[src/rtl/uart_rx_frontend.sv]
// 8N1 serial receiver: 2-FF synchronizer, mid-bit sampling, one-entry byte buffer with sticky flags.
// Optional even-parity bit between data and stop when UART_RX_PARITY_EN is defined.
module uart_rx_frontend #(
    parameter int CLK_PER_BIT = 325,
    parameter int HALF_BIT    = CLK_PER_BIT / 2
) (
    input  logic       clk,
    input  logic       reset,
    input  logic       rxd,
    input  logic       rd_ack,
    output logic [7:0] rx_data,
    output logic       rx_valid,
    output logic       busy,
    output logic       frame_err,
    output logic       overrun,
    output logic       parity_err
);

    localparam int CW = $clog2(CLK_PER_BIT);

    typedef enum logic [2:0] {IDLE, START, DATA, PARITY, STOP, BREAK} state_t;

    state_t        state_q, state_d;
    logic          sync1_q, rxd_s_q;
    logic [CW-1:0] cnt_q, cnt_d;
    logic [2:0]    bit_q, bit_d;
    logic [7:0]    shift_q, shift_d;
    logic [7:0]    rx_data_q, rx_data_d;
    logic          rx_valid_q, rx_valid_d;
    logic          frame_err_q, frame_err_d;
    logic          overrun_q, overrun_d;
    logic          half_hit, full_hit, good, fe_set;
`ifdef UART_RX_PARITY_EN
    logic          par_q, par_d;
    logic          parity_err_q, parity_err_d;
    logic          pe_set;
`endif

    assign half_hit = (cnt_q == CW'(HALF_BIT - 1));
    assign full_hit = (cnt_q == CW'(CLK_PER_BIT - 1));

    always_comb begin
        state_d = state_q;
        cnt_d   = cnt_q + CW'(1);
        bit_d   = bit_q;
        shift_d = shift_q;
        good    = 1'b0;
        fe_set  = 1'b0;
`ifdef UART_RX_PARITY_EN
        par_d   = par_q;
        pe_set  = 1'b0;
`endif
        case (state_q)
            IDLE: begin
                cnt_d = '0;
                if (!rxd_s_q) state_d = START;
            end
            START: begin
                if (half_hit) begin
                    cnt_d = '0;
                    bit_d = '0;
`ifdef UART_RX_PARITY_EN
                    par_d = 1'b0;
`endif
                    // A high line at mid start bit is a glitch, not a frame.
                    state_d = rxd_s_q ? IDLE : DATA;
                end
            end
            DATA: begin
                if (full_hit) begin
                    cnt_d   = '0;
                    shift_d = {rxd_s_q, shift_q[7:1]};
                    bit_d   = bit_q + 3'd1;
`ifdef UART_RX_PARITY_EN
                    par_d   = par_q ^ rxd_s_q;
                    if (bit_q == 3'd7) state_d = PARITY;
`else
                    if (bit_q == 3'd7) state_d = STOP;
`endif
                end
            end
`ifdef UART_RX_PARITY_EN
            PARITY: begin
                if (full_hit) begin
                    cnt_d   = '0;
                    pe_set  = par_q ^ rxd_s_q;
                    state_d = STOP;
                end
            end
`endif
            STOP: begin
                if (full_hit) begin
                    cnt_d = '0;
                    if (rxd_s_q) begin
                        good    = 1'b1;
                        state_d = IDLE;
                    end else begin
                        fe_set  = 1'b1;
                        state_d = BREAK;
                    end
                end
            end
            BREAK: begin
                cnt_d = '0;
                if (rxd_s_q) state_d = IDLE;
            end
            default: begin
                cnt_d   = '0;
                state_d = IDLE;
            end
        endcase
    end

    // Clear on rd_ack first, then let same-cycle set events win.
    always_comb begin
        rx_data_d   = rx_data_q;
        rx_valid_d  = rx_valid_q;
        frame_err_d = frame_err_q;
        overrun_d   = overrun_q;
`ifdef UART_RX_PARITY_EN
        parity_err_d = parity_err_q;
`endif
        if (rd_ack) begin
            rx_valid_d  = 1'b0;
            frame_err_d = 1'b0;
            overrun_d   = 1'b0;
`ifdef UART_RX_PARITY_EN
            parity_err_d = 1'b0;
`endif
        end
        if (good) begin
            rx_data_d  = shift_q;
            rx_valid_d = 1'b1;
            if (rx_valid_q && !rd_ack) overrun_d = 1'b1;
        end
        if (fe_set) frame_err_d = 1'b1;
`ifdef UART_RX_PARITY_EN
        if (pe_set) parity_err_d = 1'b1;
`endif
    end

    always_ff @(posedge clk or posedge reset) begin
        if (reset) begin
            sync1_q     <= 1'b1;
            rxd_s_q     <= 1'b1;
            state_q     <= IDLE;
            cnt_q       <= '0;
            bit_q       <= '0;
            shift_q     <= '0;
            rx_data_q   <= '0;
            rx_valid_q  <= 1'b0;
            frame_err_q <= 1'b0;
            overrun_q   <= 1'b0;
        end else begin
            sync1_q     <= rxd;
            rxd_s_q     <= sync1_q;
            state_q     <= state_d;
            cnt_q       <= cnt_d;
            bit_q       <= bit_d;
            shift_q     <= shift_d;
            rx_data_q   <= rx_data_d;
            rx_valid_q  <= rx_valid_d;
            frame_err_q <= frame_err_d;
            overrun_q   <= overrun_d;
        end
    end

`ifdef UART_RX_PARITY_EN
    always_ff @(posedge clk or posedge reset) begin
        if (reset) begin
            par_q        <= 1'b0;
            parity_err_q <= 1'b0;
        end else begin
            par_q        <= par_d;
            parity_err_q <= parity_err_d;
        end
    end
    assign parity_err = parity_err_q;
`else
    assign parity_err = 1'b0;
`endif

    assign rx_data   = rx_data_q;
    assign rx_valid  = rx_valid_q;
    assign busy      = (state_q != IDLE);
    assign frame_err = frame_err_q;
    assign overrun   = overrun_q;

endmodule
[config.mk]
export PLATFORM = sky130hd
export DESIGN_NAME = uart_rx_frontend
export DESIGN_NICKNAME = d
export VERILOG_FILES = /design/src/rtl/uart_rx_frontend.sv
export SDC_FILE = /design/constraint.sdc
export NUM_CORES = 1
export LEC_CHECK = 0
export ABC_AREA = 1
export CELL_PAD_IN_SITES_DETAIL_PLACEMENT = 0
export CELL_PAD_IN_SITES_GLOBAL_PLACEMENT = 1
export CORE_ASPECT_RATIO = 2
export CORE_MARGIN = 4
export CORE_UTILIZATION = 40
export DETAILED_ROUTE_END_ITERATION = 6
export PLACE_DENSITY_LB_ADDON = 0.3
export SLEW_MARGIN = 40
export SYNTH_ARGS = -nofsm -noshare
export SYNTH_HDL_FRONTEND = slang
export SYNTH_SLANG_ARGS = --single-unit
[constraint.sdc]
create_clock -name clk -period 2.3 [get_ports clk]
set_input_delay 0.345 -clock clk [delete_from_list [all_inputs] [get_ports clk]]
set_output_delay 0.345 -clock clk [all_outputs]
set_load 0.02 [all_outputs]
==> summary.md <==
| Metric | Value |
|---|---|
| Outcome | `completed` |
| Die area | `5500 um^2` |
| Hold_ws | `0.358 ns` |
| Distinct cells, synth | `29` |
| GRT Util Overall | `0.156` |
| Die width | `54.5 um` |
| Layout cells sized above 1 | `0.164` |
| Peak supply drop | `0.420 mV` |
| Cell with the most instances after synthesis | `nand2_1` |
| Cts bufs inserted | `5` |
| Switching Fraction | `0.189` |
| Clk Latency, worst-skew pair | `0.29 ns` |
| Unrepaired setup endpoints after global routing | `false` |
| Number of synthesized flops with an enable pin | `0` |
| Area of the core | `4130 um^2` |
| Reg area | `903 um^2` |
| # rows | `33` |
| Post-layout net count | `222` |
| Worst EP arrival | `1.60 ns` |
| Crit-path cells | `inv_1 -> nand2_1 -> clkdlybuf4s50_1` |
| Global-route wire length before repair | `6.23 mm` |
| Clock-pin slew on the worst setup and hold paths | `0.07 ns` |
| CTS tree | `built` |
| Layout fillers | `407` |
| Pint | `1.02 mW` |
| CTS Hold Buffers Added | `0` |
| Ys async rst share | `1.00` |
| Clock buffer depth | `2` |
| Avg Cell Area, Syn | `8.95 um^2` |
| Drt pass-1 iters | `4` |
| Fmax | `515 MHz` |
| Final ANT Viol Nets | `0` |
| Top post-synthesis cells by area | `dfrtp_1, nand2_1, inv_1, o21ai_2, ha_1` |
| TNS Setup | `0 ns` |
| Final worst path period need | `1.94 ns` |
| Gpl congestion | `0.753` |
| Comb pwr share | `0.019` |
| Area occupied by multi-input gates | `684 um^2` |
| Starting density of the core | `0.418` |
| Total global routing overflow | `0` |
| Worst Setup Start Kind | `flop` |
| Layout area overhead | `18.7%` |
| Via-per-instance ratio | `4.85` |
| Hold Vio Cnt, Final | `0` |
| Cts repair resizes | `0` |
| Worst Path Required | `1.96 ns` |
| Layout Skew | `0.00628 ns` |
| Final setup vio count | `0` |
| Cell Area, Synth | `1730 um^2` |
| Fin crit share | `0.844` |
| LEAKAGE | `0.939 nW` |
| FF-to-FF path depth | `9` |
| Max incr delay on CP | `0.62 ns` |
| Post-CTS Setup Bufs | `0` |
| Critical Path End Type | `output pin` |
| CTS root buf | `clkbuf_8` |
| CP max-delay cell | `clkdlybuf4s50_1` |
| Clock Sinks | `36` |
| P per Cell Area | `617 nW/um^2` |
| Clk network pwr share | `0.476` |
| 1st-iter DRT viols | `20` |
| Worst hold path type | `reg2reg` |
| Largest net degree at the start of global routing | `37` |
| Top cell type's share of synthesized area | `0.493` |
| Num ports | `17` |
| Antenna cells | `0` |
| Hold-critical path depth | `0` |
| Total number of yosys warnings | `0` |
| Max-cap violation count | `0` |
| Critical path class | `reg2out` |
| Net count after synthesis | `202` |
| Count of pins over their slew limit | `0` |
| Flop pwr share | `0.504` |
| DRT Wirelength | `3.52 mm` |
| Synth cell count leaders | `nand2_1, dfrtp_1, inv_1, o21ai_0, nor2_1` |
| Drt wl/cell | `13.2 um` |
| Initial antenna violation count | `0` |
| Switching pwr | `0.239 mW` |
| Register area share after synthesis | `0.523` |
| Synthesized instance count | `193` |
| Die Y | `101 um` |
| #FFs+latches synth | `36` |
| Cell accounting for the most synthesized area | `dfrtp_1` |
| Remaining DRCs | `0` |
| H-tree lvl count | `2` |
| Top_reg_cell synth | `dfrtp_1` |
| CP Max Fanout | `5` |
| Vias in the first global route | `1380` |
| Vias | `1290` |
| Port Buffers | `15` |
| Post-DP HPWL | `2.69 mm` |
-- per-stage QoR --
step	setup WS [ns]	power [mW]	cells	utilization	cell area [um^2]
2_1_floorplan	0.811	0.664	193	-	1730
3_3_place_gp	0.664	0.674	258	0.466	1920
3_5_place_dp	0.614	0.675	258	0.466	1920
4_1_cts	0.352	1.28	266	0.496	2050
5_1_grt	0.269	1.32	266	0.496	2050
6_report	0.359	1.26	266	0.496	2050
-- logic make-up (layout without fill, tap and decap cells) --
kind of cell	Yosys count	count (layout)	synth area share
XOR/XNOR	3	3	0.0152
adder cells (fa/ha/maj)	5	5	0.0362
AO/OA/AOI/OAI	30	30	0.113
AND/OR/NAND/NOR	85	85	0.230
flip-flops	36	36	0.523
buffers and inverters	33	54	0.0804
other	1	1	0.00217
-- worst max-delay path, delay by kind of cell, from the launching register on --
| kind | cells | cell delay (ns) |
|---|---|---|
| buf+inv | 2 | 0.71 |
| flops | 1 | 0.49 |
| simple gates | 1 | 0.12 |
-- layout by cell type (no fill, tap or decap), types with 4 or more instances in the layout --
cell type	instances
nand2_1	51
dfrtp_1	34
inv_1	25
clkdlybuf4s50_1	15
o21ai_0	12
nor2_1	11
o21ai_2	8
clkbuf_8	7
inv_2	5
nand4_1	5
ha_1	5
a21oi_1	4
nor3_1	4
-- worst paths after layout --
check	start	end	slack (ns)
setup / recovery	state_q[2]$_DFFE_PP0P_	busy	0.36
hold / removal	sync1_q$_DFF_PP1_	rxd_s_q$_DFF_PP1_	0.36
setup reg to reg	cnt_q[0]$_DFF_PP0_	bit_q[0]$_DFFE_PP0P_	0.63
hold reg to reg	sync1_q$_DFF_PP1_	rxd_s_q$_DFF_PP1_	0.36
max in group asynchronous	reset	rxd_s_q$_DFF_PP1_	1.49
min in group asynchronous	reset	shift_q[1]$_DFFE_PP0P_	0.47
-- cell type report --
class	count	share of cell area
tap	52	0.0317
clock buffer	7	0.0470
clock inverter	1	0.0147
sequential	36	0.441
timing repair buffer	16	0.0769
multi-input combinational	124	0.334
inverter	30	0.0549
-- state kept, by name, indices dropped and copies added (netlist names) --
signal / flops
overrun: 1
cnt_q: 9
rx_valid: 1
shift_q: 8
frame_err: 1
bit_q: 3
sync1_q: 1
rx_data: 8
state_q: 3
rxd_s_q: 1
-- power by group through the flow --
stage | combinational [mW] | clock (mW) | sequential [mW]
after CTS | 0.0256 | 0.622 | 0.637
after floorplan | 0.0150 | 0 | 0.649
after global routing | 0.0283 | 0.651 | 0.637
after detailed placement | 0.0254 | 0 | 0.649
final | 0.0244 | 0.602 | 0.637
after global placement | 0.0248 | 0 | 0.649
-- routing by layer --
metal,global-route usage,part of all wire,up-vias
li1,-,-,644
met1,0.167,0.39,613
met2,0.270,0.55,26
met3,0.0370,0.034,7
met4,0.0806,0.025,0
met5,0,0,-
Power figures use the tool's default switching activity.
